$ cat config.mk
export PLATFORM = sky130hd
export DESIGN_NAME = fetch_sequencer
export DESIGN_NICKNAME = d
export VERILOG_FILES = /design/src/rtl/nibbler_pkg.sv /design/src/rtl/pc_counter.sv /design/src/rtl/fetch_sequencer.sv
export SDC_FILE = /design/constraint.sdc
export NUM_CORES = 1
export LEC_CHECK = 0
export ABC_AREA = 1
export CAP_MARGIN = 20
export CORE_ASPECT_RATIO = 1.25
export CORE_MARGIN = 1
export CORE_UTILIZATION = 40
export CTS_BUF_LIST = sky130_fd_sc_hd__clkbuf_8 sky130_fd_sc_hd__clkbuf_16
export CTS_CLUSTER_DIAMETER = 40
export DETAILED_ROUTE_END_ITERATION = 12
export GPL_TIMING_DRIVEN = 0
export PLACE_DENSITY = 0.78
export SETUP_SLACK_MARGIN = 0.1
export SYNTH_ARGS = -nofsm -noshare
export SYNTH_HDL_FRONTEND = slang
export SYNTH_SLANG_ARGS = --single-unit
export TNS_END_PERCENT = 30
$ cat constraint.sdc
create_clock -name clk -period 1.8 [get_ports clk]
set_clock_uncertainty 0.2 [all_clocks]
set_input_delay 0.36 -clock clk [delete_from_list [all_inputs] [get_ports clk]]
set_output_delay 0.36 -clock clk [all_outputs]
set_load 0.02 [all_outputs]
$ cat src/rtl/nibbler_pkg.sv
// Shared definitions for the nibbler fetch/decode pipeline.
// Provides the sequencer phase encoding, the decode-address field layout
// and the default program counter / program byte widths.
package nibbler_pkg;

  // Two-phase sequencer state, stored in the phase register.
  typedef enum logic {
    PHASE_FETCH = 1'b0,
    PHASE_EXEC  = 1'b1
  } phase_t;

  // Bit positions inside the 7-bit decode address sent to the control ROM.
  localparam int INSTR_MSB = 6;
  localparam int INSTR_LSB = 3;
  localparam int C_BIT     = 2;
  localparam int Z_BIT     = 1;
  localparam int PHASE_BIT = 0;

  localparam int DECODE_ADDR_WIDTH = 7;

  // Default widths for the program counter and the program memory byte.
  localparam int DEFAULT_PC_WIDTH   = 12;
  localparam int DEFAULT_DATA_WIDTH = 8;

endpackage

$ cat src/rtl/pc_counter.sv
// Program counter register: synchronous reset, enable, load-over-increment.
// Latency: one cycle from enabled edge to new count; no combinational paths.
// No backpressure: the count simply holds while en is low.
//
// Ports:
//   clk, reset   - rising-edge clock, synchronous active-high reset
//   en           - qualifies every update; low means hold
//   load, inc    - load takes priority over inc; neither means hold
//   load_val     - value taken when load is applied
//   count        - current counter value (wraps modulo 2^WIDTH)
module pc_counter #(
  parameter int WIDTH = 12
) (
  input  logic             clk,
  input  logic             reset,
  input  logic             en,
  input  logic             load,
  input  logic             inc,
  input  logic [WIDTH-1:0] load_val,
  output logic [WIDTH-1:0] count
);

  always_ff @(posedge clk) begin
    if (reset) begin
      count <= '0;
    end else if (en) begin
      if (load) begin
        count <= load_val;
      end else if (inc) begin
        count <= count + WIDTH'(1);
      end
    end
  end

endmodule

$ cat src/rtl/fetch_sequencer.sv
// Fetch stage ahead of the microcode decode ROM: PC, fetch register, phase FSM, C/Z flags.
// Latency: program byte sampled in FETCH shows on instr/oprnd/decode_addr one cycle later.
// No backpressure: enable low freezes every register; control inputs are then ignored.
//
// Ports:
//   clk, reset          - rising-edge clock, synchronous active-high reset
//   enable              - advance the sequencer
//   prog_byte           - program memory data at address pc ({instr, oprnd})
//   load_pc, inc_pc     - control-word PC jump / skip, honoured in EXEC only
//   load_addr           - jump target
//   flags_we, c_in, z_in- control-word flag write and ALU flags, honoured in EXEC only
//   pc                  - program memory address
//   instr, oprnd        - fetched opcode / operand nibbles
//   phase               - 0 = FETCH, 1 = EXEC
//   c_flag, z_flag      - registered carry / zero flags
//   decode_addr         - {instr, c_flag, z_flag, phase}, registers only
module fetch_sequencer
  import nibbler_pkg::*;
#(
  parameter int PC_WIDTH   = DEFAULT_PC_WIDTH,
  parameter int DATA_WIDTH = DEFAULT_DATA_WIDTH
) (
  input  logic                         clk,
  input  logic                         reset,
  input  logic                         enable,
  input  logic [DATA_WIDTH-1:0]        prog_byte,
  input  logic                         load_pc,
  input  logic                         inc_pc,
  input  logic [PC_WIDTH-1:0]          load_addr,
  input  logic                         flags_we,
  input  logic                         c_in,
  input  logic                         z_in,
  output logic [PC_WIDTH-1:0]          pc,
  output logic [3:0]                   instr,
  output logic [3:0]                   oprnd,
  output logic                         phase,
  output logic                         c_flag,
  output logic                         z_flag,
  output logic [DECODE_ADDR_WIDTH-1:0] decode_addr
);

  phase_t phase_q;
  logic   in_exec;
  logic   pc_load;
  logic   pc_inc;

  assign in_exec = (phase_q == PHASE_EXEC);

  // Gating with the phase keeps X on the control word in FETCH out of the
  // counter: 0 && X is 0 and 1 || X is 1.
  assign pc_load = in_exec && load_pc;
  assign pc_inc  = !in_exec || inc_pc;

  pc_counter #(
    .WIDTH (PC_WIDTH)
  ) u_pc_counter (
    .clk      (clk),
    .reset    (reset),
    .en       (enable),
    .load     (pc_load),
    .inc      (pc_inc),
    .load_val (load_addr),
    .count    (pc)
  );

  // Phase FSM, fetch register and flag register.
  always_ff @(posedge clk) begin
    if (reset) begin
      phase_q <= PHASE_FETCH;
      instr   <= 4'h0;
      oprnd   <= 4'h0;
      c_flag  <= 1'b0;
      z_flag  <= 1'b0;
    end else if (enable) begin
      case (phase_q)
        PHASE_FETCH: begin
          instr   <= prog_byte[DATA_WIDTH-1 -: 4];
          oprnd   <= prog_byte[3:0];
          phase_q <= PHASE_EXEC;
        end
        PHASE_EXEC: begin
          if (flags_we) begin
            c_flag <= c_in;
            z_flag <= z_in;
          end
          phase_q <= PHASE_FETCH;
        end
        default: phase_q <= PHASE_FETCH;
      endcase
    end
  end

  assign phase = phase_q;

  // Built purely from registers so the ROM address never sees input glitches.
  assign decode_addr[INSTR_MSB:INSTR_LSB] = instr;
  assign decode_addr[C_BIT]               = c_flag;
  assign decode_addr[Z_BIT]               = z_flag;
  assign decode_addr[PHASE_BIT]           = phase;

endmodule

==> results of run 1 <==
-- power by group through the flow --
stage          clock, uW  sequential, uW  combinational, uW
6_report             323             569                303
4_1_cts              330             568                296
2_1_floorplan          0             613                122
3_3_place_gp           0             579                316
3_5_place_dp           0             579                319
5_1_grt              359             576                333
-- timing repair --
item / 4_1_cts / 5_1_grt
endpoints found under the setup margin: 42 / 21
gates resized for setup: 34 / 10
hold buffers: 0 / 0
pin swaps: 0 / 3
setup buffers: 0 / 3
-- worst max-delay path: stages, from the launching register on --
cell	delay, ps
dfxtp_4	410
buf_4	110
dlygate4sd2_1	320
-- logic make-up (layout without fill, tap and decap cells) --
kind of cell             Yosys count  count (layout)  synth area share
AO/OA/AOI/OAI                     37              37            0.1586
adder cells (fa/ha/maj)            1               1           0.01004
buffers and inverters             30              94            0.1285
flip-flops                        23              23            0.3695
AND/OR/NAND/NOR                   99              99            0.3333
-- path summary, 6_finish.rpt --
path / startpoint / to / slack, ps
hold / removal: c_flag / c_flag / 260
setup / recovery: phase / decode_addr[0] / 140
hold reg to reg: c_flag / c_flag / 260
setup reg to reg: u_pc_counter.count[3] / u_pc_counter.count[11] / 260
-- Yosys cell counts, types with 3 or more instances --
library cell and number:
buf_4 7, a21oi_1 13, nor2_1 36, nand2_1 40, inv_1 15, nand3_1 12, dfxtp_1 23, nand3b_1 3
o21ai_0 20
-- per-stage QoR --
step,hold WS (ps),total power (uW)
6_report,262.4,1195
4_1_cts,267.3,1193
5_1_grt,304.5,1268
2_1_floorplan,294.9,734.1
3_5_place_dp,251.0,898.2
3_3_place_gp,253.1,895.4
-- cell type report --
| cell class | instances | share of cell area |
|---|---|---|
| multi-input cells | 137 | 0.3353 |
| repair buffers | 60 | 0.2870 |
| flip-flops and latches | 23 | 0.2433 |
| plain buffers | 13 | 0.05219 |
| inverters | 17 | 0.03457 |
| well taps | 36 | 0.02348 |
| clock buffers | 3 | 0.02153 |
| clock inverters | 1 | 0.002609 |
-- routing by layer --
| layer | vias up | GRT usage | share of wire |
|---|---|---|---|
| met5 | - | 0 | 0 |
| met2 | 50 | 0.3782 | 0.48 |
| li1 | 736 | - | - |
| met1 | 612 | 0.2529 | 0.44 |
| met3 | 2 | 0.04762 | 0.073 |
| met4 | 0 | 0.06081 | 0.0081 |
-- registers in the layout, indices dropped and copies added (netlist names) --
| signal | count |
|---|---|
| u_pc_counter.count | 12 |
| instr | 4 |
| oprnd | 4 |
| c_flag | 1 |
| phase | 1 |
| z_flag | 1 |
==> metrics, run 1 <==
Setup crit end kind primary output; critical path peak fanout 7; clock buffer depth 2; # setup viols final 0; fin util 0.6512; Sink Count 23; Inserted Diodes 0; Slew Viols, Final 0; Ys Warns 0; power per cell area 623.0 mW/mm^2; sequential area share after synthesis 0.3695; post-synthesis cell area 0.001246 sq mm; crit path DAT 1100 ps; vias 1400; Die ar. 0.003344 sq mm; GRT Total Usage 0.2152; Hold Vio Cnt, Final 0; I/O pin count 58; initial drt markers 43; CTS Buf Count 3; multi-input logic area 643.1 sq um; largest net degree at the start of global routing 14; Final ANT Viol Nets 0; top_reg_cell synth dfxtp_1; gpl congestion 0.8703; initial antenna violation count 0; total internal power 845.6 uW; vias in the first global route 1283; DP Area 0.001862 sq mm; First-pass DRT Iterations 4; critical path required time 1240 ps; Seq cells post-synth 23; minimum clock period after layout 1660 ps; sequential share of power 0.477; Max Clock Freq 602.3 MHz; Initial Utilization 0.4231; first-pass GRT wire length 5.520 mm; Max VDD drop 0.4240 mV; critical path launch point type flip-flop; Area growth, synth to finish 53.92%; LEAKAGE 0.0008938 uW; Unique masters post-synth 24; IO buf count 57; Hold Path Depth 2; top post-synthesis cells by area dfxtp_1 37%, nand2_1 12%, nor2_1 11%; Yosys top cell area share 0.3695; gate count of the mapped netlist 190; Reg2Reg Depth 7; setup TNS 0 ps; syn avg cell area 6.559 sq um; via/cell ratio 4.828; NetSw 349.3 uW; share of cells above drive strength 1 0.1457; DIE WIDTH 51.93 um; DIE HEIGHT 64.41 um; switch share 0.2923; fin cells 290; ys async rst share 0; Placeable Area 0.002945 sq mm; CTS clk-pin slew, worst paths 80 ps; RSZ-0062 raised after global routing true; DR DRC count 0; Syn Nets 219; FP Rows 22; Post-synth EDFFs 0; cell taking the most area after synthesis dfxtp_1; CTS Root Cell clkbuf_8; CTS tree yes; final net count 284; Min-Delay Path Class flip-flop to flip-flop; fill cell total of the finished layout 277; most frequent cells in the layout 40 x nand2_1, 33 x nor2_1, 26 x clkdlybuf4s50_1; placed insts 283; final setup margin 139.7 ps; post-layout instance area 0.001918 sq mm; clk_lat worst skew 260 ps; worst slew pin tran 421.5 ps; worst rel slew slack 0.7190; most common cell after layout, fill and taps aside nand2_1; FF+latch area 466.7 sq um; DRT Wirelength 3.211 mm; routed wire length per instance 11.07 um; Combinational Power Share 0.253; run status finished clean; Max Cap Violations 0; crit share post-route 0.9224; HPWL Detailed 2.343 mm; kind of critical path flip-flop to primary output; clock share of power 0.270; htree depth 1; GRT overflow 0; worst slack, placed -513.5 ps
Note: power is estimated with default switching activity, not from simulation.
==> run 2: changes to the inputs <==
--- a/config.mk
+++ b/config.mk
@@ -9,12 +9,12 @@
 export CAP_MARGIN = 20
 export CORE_ASPECT_RATIO = 1.25
 export CORE_MARGIN = 1
-export CORE_UTILIZATION = 40
+export CORE_UTILIZATION = 30
 export CTS_BUF_LIST = sky130_fd_sc_hd__clkbuf_8 sky130_fd_sc_hd__clkbuf_16
 export CTS_CLUSTER_DIAMETER = 40
 export DETAILED_ROUTE_END_ITERATION = 12
+export GPL_ROUTABILITY_DRIVEN = 0
 export GPL_TIMING_DRIVEN = 0
-export PLACE_DENSITY = 0.78
 export SETUP_SLACK_MARGIN = 0.1
 export SYNTH_ARGS = -nofsm -noshare
 export SYNTH_HDL_FRONTEND = slang
==> run 2 against run 1 <==
First-iteration DRC count rose by 120%. Worst setup slack worse by 15 ps. Non-clock buffer count fell by 3. Largest power group unchanged. Sequential cell count unchanged. Fmax down 0.92%. Final cell count is 5.2% higher. Register-to-register slack got worse by 50 ps. Via count shrank 1.8%.
==> metrics, run 2 (synthesized netlist as in run 1, its figures left out) <==
clk_lat worst skew 260 ps (about the same); fill cell total of the finished layout 417 (was 277); first-pass GRT wire length 5.492 mm (was 5.520 mm); CTS Buf Count 3 (unchanged); worst slew pin tran 464.6 ps (was 421.5 ps); final net count 281 (was 284); critical path launch point type flip-flop (unchanged); Setup crit end kind primary output (unchanged); kind of critical path flip-flop to primary output (unchanged); clock buffer depth 2 (unchanged); IO buf count 57 (unchanged); CTS Root Cell clkbuf_8 (unchanged); CTS tree yes (unchanged); critical path peak fanout 7 (unchanged); CP Buf/Inv Count 2 (unchanged); Area growth, synth to finish 53.61% (was 53.92%); minimum clock period after layout 1676 ps (was 1660 ps); Sink Count 23 (unchanged); cts hold-fix bufs 0 (unchanged); # setup viols final 0 (unchanged); Inserted Diodes 0 (unchanged); cell-by-cell trace of the critical path buf_4 > dlygate4sd2_1 (unchanged); routed wire length per instance 10.81 um (was 11.07 um); most frequent cells in the layout 40 x nand2_1, 34 x nor2_1, 26 x clkdlybuf4s50_1 (was 40 x nand2_1, 33 x nor2_1, 26 x clkdlybuf4s50_1); CTS clk-pin slew, worst paths 90 ps (was 80 ps); Largest regs u_pc_counter.count (12), instr (4), oprnd (4) (unchanged); most common cell after layout, fill and taps aside nand2_1 (unchanged); GRT Total Usage 0.1580 (was 0.2152); worst rel slew slack 0.6903 (was 0.7190); share of cells above drive strength 1 0.1235 (was 0.1457); I/O pin count 58 (unchanged); run status finished clean (unchanged); Slew Viols, Final 0 (unchanged); power per cell area 622.7 mW/mm^2 (was 623.0 mW/mm^2); cell family with most CP delay buffers and inverters (unchanged); Max Clock Freq 596.8 MHz (was 602.3 MHz); Final ANT Viol Nets 0 (unchanged); Die ar. 0.004417 sq mm (was 0.003344 sq mm); crit share post-route 0.9310 (was 0.9224); setup TNS 0 ps (unchanged); FP Rows 25 (was 22); Hold Vio Cnt, Final 0 (unchanged); Max VDD drop 0.3739 mV (was 0.4240 mV); post-layout instance area 0.001914 sq mm (was 0.001918 sq mm); initial antenna violation count 0 (unchanged); DP Area 0.001884 sq mm (was 0.001862 sq mm); DR DRC count 0 (unchanged); HPWL Detailed 2.428 mm (was 2.343 mm); number of flip-flops in the largest register 12 (unchanged); crit path DAT 1120 ps (was 1100 ps); R2R setup slack 210 ps (was 260 ps); Largest Register u_pc_counter.count (unchanged); DIE HEIGHT 74.06 um (was 64.41 um); GRT overflow 0 (unchanged); Max Cap Violations 0 (unchanged); RSZ-0062 raised after global routing true (unchanged); Initial Utilization 0.3213 (was 0.4231); CP max stage delay 410 ps (about the same); First-pass DRT Iterations 4 (unchanged); FF+latch area 464.2 sq um (was 466.7 sq um); Placeable Area 0.003879 sq mm (was 0.002945 sq mm); multi-input logic area 645.6 sq um (was 643.1 sq um); LEAKAGE 0.0008801 uW (was 0.0008938 uW); htree depth 1 (unchanged); vias 1375 (was 1400); fin cells 305 (was 290); placed insts 301 (was 283); largest net degree at the start of global routing 14 (unchanged); Min-Delay Path Class flip-flop to flip-flop (unchanged); vias in the first global route 1272 (was 1283); initial drt markers 96 (was 43); Critical-path top delay cell dfxtp_4 (unchanged); DIE WIDTH 59.65 um (was 51.93 um); via/cell ratio 4.508 (was 4.828); DRT Wirelength 3.298 mm (was 3.211 mm); critical path required time 1240 ps (about the same)
## run 2: final timing paths
check,endpoint,startpoint,depth (start not counted)
max reg2reg,u_pc_counter.count[11],u_pc_counter.count[0],7
min reg2reg,c_flag,c_flag,2
max,decode_addr[0],phase,2
min,c_flag,c_flag,2
## run 2: final cells by class
| cell class | instances | share of cell area |
|---|---|---|
| Multi-Input combinational cell | 137 | 0.3373 |
| Timing Repair Buffer | 57 | 0.2758 |
| Sequential cell | 23 | 0.2425 |
| Buffer | 13 | 0.05098 |
| Tap cell | 54 | 0.03529 |
| Inverter | 17 | 0.03399 |
| Clock buffer | 3 | 0.02157 |
| Clock inverter | 1 | 0.002614 |
## run 2: what timing repair did
| item | in CTS | in global routing |
|---|---|---|
| endpoints found under the setup margin | 41 | 12 |
| setup buffers | 0 | 0 |
| resized for setup | 36 | 4 |
## run 2: metal layers
layer	vias up	wire, um	share of wire	GRT usage
li1	726	-	-	-
met1	598	1483	0.45	0.1987
met2	49	1571	0.48	0.2691
met3	2	230	0.070	0.03826
met4	0	13	0.0039	0.03876
met5	-	0	0	0
## run 2: per-stage QoR
step	power (uW)	setup slack [ps]	hold WS (ps)	util
2_1_floorplan	734.1	200.7	294.9	-
3_3_place_gp	900.2	-575.3	253.4	0.4858
3_5_place_dp	898.8	-538.7	257.9	0.4858
4_1_cts	1209	125.3	268.8	0.4897
5_1_grt	1257	81.53	293.2	0.4935
6_report	1192	124.3	259.6	0.4935
## run 2: power breakdown
| part | switching [uW] | internal (uW) | leakage (uW) | total [uW] |
|---|---|---|---|---|
| Sequential | 30.0 | 539 | 0.000189 | 569 |
| Combinational | 149 | 146 | 0.000665 | 295 |
| Clock | 173 | 155 | 0.0000255 | 328 |
## run 2: tightest hold or removal path, delay by kind of cell (launching register included)
family          cells  cell delay [ps]
flops               1              320
buf+inv             1               50
compound gates      1               50
==> run 3: changes to the inputs <==
--- a/config.mk
+++ b/config.mk
@@ -6,12 +6,11 @@
 export NUM_CORES = 1
 export LEC_CHECK = 0
 export ABC_AREA = 1
-export CAP_MARGIN = 20
 export CORE_ASPECT_RATIO = 1.25
 export CORE_MARGIN = 1
 export CORE_UTILIZATION = 30
 export CTS_BUF_LIST = sky130_fd_sc_hd__clkbuf_8 sky130_fd_sc_hd__clkbuf_16
-export CTS_CLUSTER_DIAMETER = 40
+export CTS_CLUSTER_DIAMETER = 30
 export DETAILED_ROUTE_END_ITERATION = 12
 export GPL_ROUTABILITY_DRIVEN = 0
 export GPL_TIMING_DRIVEN = 0
==> results of run 3 <==
No change in the layout: final DEF, timing and power equal those of run 2.
